$ cat src/rtl/gost89_pkg.sv
// Shared types and constants for the GOST 28147-89 ECB block sequencer.
package gost89_pkg;

    localparam int BLOCK_W       = 64;
    localparam int COUNT_W       = 16;
    localparam int FIFO_DEPTH    = 2;
    localparam int START_TIMEOUT = 4;
    localparam int TIMEOUT_W     = $clog2(START_TIMEOUT);

    typedef enum logic [1:0] {
        IDLE,
        LOAD,
        START,
        RUN
    } seq_state_e;

endpackage

$ cat src/rtl/gost89_fifo2.sv
// Two-entry result FIFO; head is always visible on pop_data.
module gost89_fifo2
    import gost89_pkg::*;
(
    input  logic               clk,
    input  logic               reset,
    input  logic               push,
    input  logic [BLOCK_W-1:0] push_data,
    input  logic               pop,
    output logic [BLOCK_W-1:0] pop_data,
    output logic               full,
    output logic               empty
);
    localparam int PTR_W = $clog2(FIFO_DEPTH);
    localparam int CNT_W = $clog2(FIFO_DEPTH + 1);

    logic [BLOCK_W-1:0] mem [FIFO_DEPTH];
    logic [PTR_W-1:0]   rd_ptr;
    logic [PTR_W-1:0]   wr_ptr;
    logic [CNT_W-1:0]   count;
    logic               do_push;
    logic               do_pop;

    assign full     = (count == CNT_W'(FIFO_DEPTH));
    assign empty    = (count == '0);
    assign do_pop   = pop && !empty;
    // A push into a full FIFO only lands when the head leaves in the same cycle.
    assign do_push  = push && (!full || do_pop);
    assign pop_data = mem[rd_ptr];

    // Storage, pointers and occupancy.
    always_ff @(posedge clk) begin
        if (reset) begin
            // NOTE: the storage is cleared on reset because the head is a visible
            // output that must read zero after reset; an internal-only RAM would not need it.
            for (int i = 0; i < FIFO_DEPTH; i++) begin
                mem[i] <= '0;
            end
            rd_ptr <= '0;
            wr_ptr <= '0;
            count  <= '0;
        end else begin
            // NOTE: non-blocking assignments keep every register sampling the
            // pre-edge values, so the order of these statements does not matter.
            if (do_push) begin
                mem[wr_ptr] <= push_data;
                wr_ptr      <= wr_ptr + 1'b1;
            end
            if (do_pop) begin
                rd_ptr <= rd_ptr + 1'b1;
            end
            case ({do_push, do_pop})
                2'b10:   count <= count + 1'b1;
                2'b01:   count <= count - 1'b1;
                default: count <= count;
            endcase
        end
    end

endmodule

$ cat src/rtl/gost89_ecb_sequencer.sv
// Feeds 64-bit blocks one at a time through an external GOST 28147-89 ECB core
// and queues the results in a two-entry output FIFO.
module gost89_ecb_sequencer
    import gost89_pkg::*;
(
    input  logic               clk,
    input  logic               reset,
    input  logic               in_valid,
    output logic               in_ready,
    input  logic [BLOCK_W-1:0] in_data,
    output logic               out_valid,
    input  logic               out_ready,
    output logic [BLOCK_W-1:0] out_data,
    output logic               core_load,
    output logic [BLOCK_W-1:0] core_in,
    input  logic [BLOCK_W-1:0] core_out,
    input  logic               core_busy,
    output logic               error,
    output logic [COUNT_W-1:0] blocks_done
);
    seq_state_e           state;
    seq_state_e           next_state;
    logic [TIMEOUT_W-1:0] start_cnt;
    logic [COUNT_W-1:0]   done_cnt;
    logic                 accept;
    logic                 timeout;
    logic                 fifo_push;
    logic                 fifo_pop;
    logic                 fifo_full;
    logic                 fifo_empty;

    // Only accept a block when idle and the FIFO can still take its result,
    // so a finished block never has to wait for room.
    assign in_ready    = (state == IDLE) && !fifo_full;
    assign accept      = in_valid && in_ready;
    assign core_load   = (state == LOAD);
    assign out_valid   = !fifo_empty;
    assign fifo_pop    = out_valid && out_ready;
    assign blocks_done = done_cnt;

    // State register.
    always_ff @(posedge clk) begin
        if (reset) begin
            state <= IDLE;
        end else begin
            state <= next_state;
        end
    end

    // Next-state logic plus the push and timeout strobes.
    always_comb begin
        // NOTE: every output of this block gets a default first so no path
        // through the case leaves a signal unassigned and infers a latch.
        next_state = state;
        fifo_push  = 1'b0;
        timeout    = 1'b0;
        case (state)
            IDLE: begin
                if (accept) begin
                    next_state = LOAD;
                end
            end
            LOAD: begin
                next_state = START;
            end
            START: begin
                if (core_busy) begin
                    next_state = RUN;
                end else if (start_cnt == TIMEOUT_W'(START_TIMEOUT - 1)) begin
                    timeout    = 1'b1;
                    next_state = IDLE;
                end
            end
            RUN: begin
                if (!core_busy) begin
                    fifo_push  = 1'b1;
                    next_state = IDLE;
                end
            end
            default: next_state = IDLE;
        endcase
    end

    // Datapath: captured block, start-wait counter, sticky error, result count.
    always_ff @(posedge clk) begin
        if (reset) begin
            core_in   <= '0;
            start_cnt <= '0;
            error     <= 1'b0;
            done_cnt  <= '0;
        end else begin
            if (accept) begin
                core_in <= in_data;
            end
            if (state == START) begin
                start_cnt <= start_cnt + 1'b1;
            end else begin
                start_cnt <= '0;
            end
            if (timeout) begin
                error <= 1'b1;
            end
            if (fifo_push) begin
                done_cnt <= done_cnt + 1'b1;
            end
        end
    end

    gost89_fifo2 u_fifo (
        .clk       (clk),
        .reset     (reset),
        .push      (fifo_push),
        .push_data (core_out),
        .pop       (fifo_pop),
        .pop_data  (out_data),
        .full      (fifo_full),
        .empty     (fifo_empty)
    );

endmodule
$ cat config.mk
export PLATFORM = sky130hd
export DESIGN_NAME = gost89_ecb_sequencer
export DESIGN_NICKNAME = d
export VERILOG_FILES = /design/src/rtl/gost89_pkg.sv /design/src/rtl/gost89_fifo2.sv /design/src/rtl/gost89_ecb_sequencer.sv
export SDC_FILE = /design/constraint.sdc
export NUM_CORES = 1
export LEC_CHECK = 0
export ABC_AREA = 0
export BUFFER_PORTS_ARGS = -buffer_cell sky130_fd_sc_hd__buf_2
export CORE_ASPECT_RATIO = 0.75
export CORE_MARGIN = 2
export CORE_UTILIZATION = 30
export CTS_CLUSTER_SIZE = 8
export DETAILED_ROUTE_END_ITERATION = 8
export PLACE_DENSITY = 0.62
export SLEW_MARGIN = 20
export SYNTH_ARGS = -nofsm -noshare
export SYNTH_HDL_FRONTEND = slang
export SYNTH_HIERARCHICAL = 1
export SYNTH_SLANG_ARGS = --single-unit
export TNS_END_PERCENT = 10
$ cat constraint.sdc
create_clock -name clk -period 5.2 [get_ports clk]
set_input_delay 0.52 -clock clk [delete_from_list [all_inputs] [get_ports clk]]
set_output_delay 0.52 -clock clk [all_outputs]
set_load 0.02 [all_outputs]
==> flow_summary.toml <==
[run_status]
status = "finished, final reports clean"

[sta]
slew_violations = 0
fmax_ghz = 0.319
slew_headroom_pct = 32.9
worst_pin_slew_ns = 1.01
period_share_pct = 60.3
clock_skew_ns = 0.0199
rsz0062_at_grt = "false"
min_period_ns = 3.14
setup_viol = 0
final.setup.tns_ns = 0
final-hold-violation-count = 0

[logic_synthesis]
netlist_top_cells_area = "edfxtp_1 (43%), dfxtp_1 (20%), and2_1 (9.1%)"
syn-num-nets = 891
syn_area_mm2 = 0.00898
ys_warn_count = 6
synth_edf_count = 128
yosysMostFrequentCell = "nand2_1"
netlist_instances = 756
yosysUniqueCellTypes = 43
synth-seq-area-share_pct = 62.9
syn_avg_cell_area_um2 = 11.9
async_reset_ff_share_pct = 0
synth_largest_area_cell = "edfxtp_1"
synth_top_flop_cell = "edfxtp_1"
synth_top_area_share_pct = 42.8
synth_common_cells = "nand2_1 (135), and2_1 (130), edfxtp_1 (128)"
yosys_register_bits = 218

[floorplan]
initial_core_util_pct = 30.7
fp.dieH_um = 154
die_area_mm2 = 0.0313
fp.dieW_um = 204
coreArea_mm2 = 0.0293
rows = 54
io_pins = 281

[cells_and_area]
n_fill_cell = 2854
drive_gt1_share_pct = 38.4
finalNonFillerCells = 1425
synthToLayoutAreaGrowth_pct = 27.5
fin_nets = 1166
antenna_cells = 0

[global_routing]
grt_pass1_vias = 6656
grt.total_usage_pct = 14.0
grt-ovfl-total = 0
grt_pass1_wl_um = 35200
grt_max_degree = 85
antenna_found_initial = 2

[clock_network]
post_cts_resized = 0
clk_pin_slew_worst_paths_ns = 0.06
cts_sinks = 218
post_cts_buffers = 0
cts_buffers = 31
clkLatencyLatePin_ns = 0.55
root_buffer = "clkbuf_16"
cts_tree = "yes"
ctsHtreeMaxLevel = 1
hold_buffers = 0
cts_buffer_depth = 3

[route]
vias = 6399
drc = 0
ant_nets = 0
drt-initial-drc-count = 250
wl_um = 22300
first_pass_iters = 4
via_per_inst = 4.49
drt-wirelength-per-cell_um = 15.6

[worst_hold_path]
hp-class = "input pin to flip-flop"

[placement]
dp_hpwl_um = 14600
dp_cells = 1390
portBuffers = 280
place_congestion = 0.740

[power]
p_leak_nw = 4.89
powerDensity_mw_per_mm2 = 349
vdd_drop_max_v = 0.000250

[setup_path]
crit_path_start_kind = "flip-flop"
worstPathMaxFanout = 38
worst_setup_path_end_kind = "output pin"
crit_arrival_ns = 2.62
worstPathRequired_ns = 4.68
critPathKind = "flip-flop to output pin"

[run]
maxCapViolCount = 0
[flip-flops by register name (all words and copies together) (netlist names), named ones only]
name,cells
u_fifo/mem,128
u_fifo/wr_ptr,1
core_in,64
u_fifo/count,2
start_cnt,2
error,1
state,2
u_fifo/rd_ptr,1
blocks_done,16
[power by group]
group / leakage [nW] / internal [W] / total [W] / switching [W]
clock: 0.390 / 0.00104 / 0.00171 / 0.000671
combinational: 2.44 / 0.000124 / 0.000346 / 0.000222
sequential: 2.06 / 0.00190 / 0.00193 / 0.0000296
total: 4.89 / 0.00307 / 0.00399 / 0.000923
[final cells by class]
| cell class | count | area [um2] | area share, % |
|---|---|---|---|
| Multi-Input combinational cell | 487 | 3020 | 26.4 |
| Tap cell | 392 | 490 | 4.29 |
| Clock inverter | 1 | 8.76 | 0.0765 |
| Timing Repair Buffer | 290 | 1480 | 12.9 |
| Sequential cell | 218 | 5650 | 49.3 |
| Clock buffer | 34 | 787 | 6.88 |
| Inverter | 3 | 11.3 | 0.0984 |
[cells by family (layout without fill, tap and decap cells)]
kind of cell             Yosys count  in the layout  synth area share [%]
AO/OA/AOI/OAI                     86             86                  4.91
XOR/XNOR                          11             11                  1.07
adder cells (fa/ha/maj)            2              2                 0.279
buffers and inverters             51            328                  3.67
flip-flops                       218            218                  62.9
multiplexers                      66             66                  8.25
AND/OR/NAND/NOR                  322            322                  19.0
[worst paths after layout]
check,start,end,slack [ns],cells after the start
setup reg to reg,u_fifo/count[0],u_fifo/mem[0][17],2.33,6
setup / recovery,flip-flop,out_data[58],2.06,3
hold / removal,in_data[29],core_in[29],0.22,3
hold reg to reg,start_cnt[0],start_cnt[0],0.43,1
[layer usage]
| layer | wire length, um | track usage [%] | vias to the layer above |
|---|---|---|---|
| li1 | - | - | 3120 |
| met1 | 9640 | 17.8 | 3018 |
| met2 | 9930 | 22.6 | 230 |
| met3 | 2300 | 5.30 | 29 |
| met4 | 395 | 3.09 | 2 |
| met5 | 7 | 0 | - |
[stage by stage]
| step | utilization (%) | total power (W) | setup WS, ns | instance area (um2) | hold slack, ns |
|---|---|---|---|---|---|
| floorplan | - | 0.00217 | 0.593 | 8980 | 0.408 |
| global placement | 36.4 | 0.00231 | 2.20 | 10600 | 0.425 |
| detailed placement | 36.4 | 0.00232 | 2.11 | 10600 | 0.426 |
| CTS | 39.1 | 0.00406 | 1.93 | 11400 | 0.180 |
| global route | 39.1 | 0.00416 | 1.88 | 11400 | 0.197 |
| finish | 39.1 | 0.00399 | 2.06 | 11400 | 0.215 |
[layout by cell type, fill, tap and decap left out, types with 2 or more instances in the layout]
master and count:
ha_1 2, a21oi_1 75, and4bb_2 2, and4_1 2
edfxtp_1 128, nor4_1 2, mux2i_1 2, nor2b_1 3
nor3_1 2, clkbuf_1 3, o21ai_0 7, buf_4 10
nand2_1 134, nand4_1 4, nand2b_1 2, or3_1 5
nand3_1 5, xor2_1 7, nor2_1 17, clkbuf_16 31
mux2_2 64, dfxtp_1 89, and2_1 129, inv_1 3
buf_2 280, xnor2_1 4
[critical path, cell delays in order, from the launching register on]
cell	delay, ns
dfxtp_2	0.99
buf_4	0.50
mux2_2	0.40
buf_2	0.16
Power figures use the tool's default switching activity.
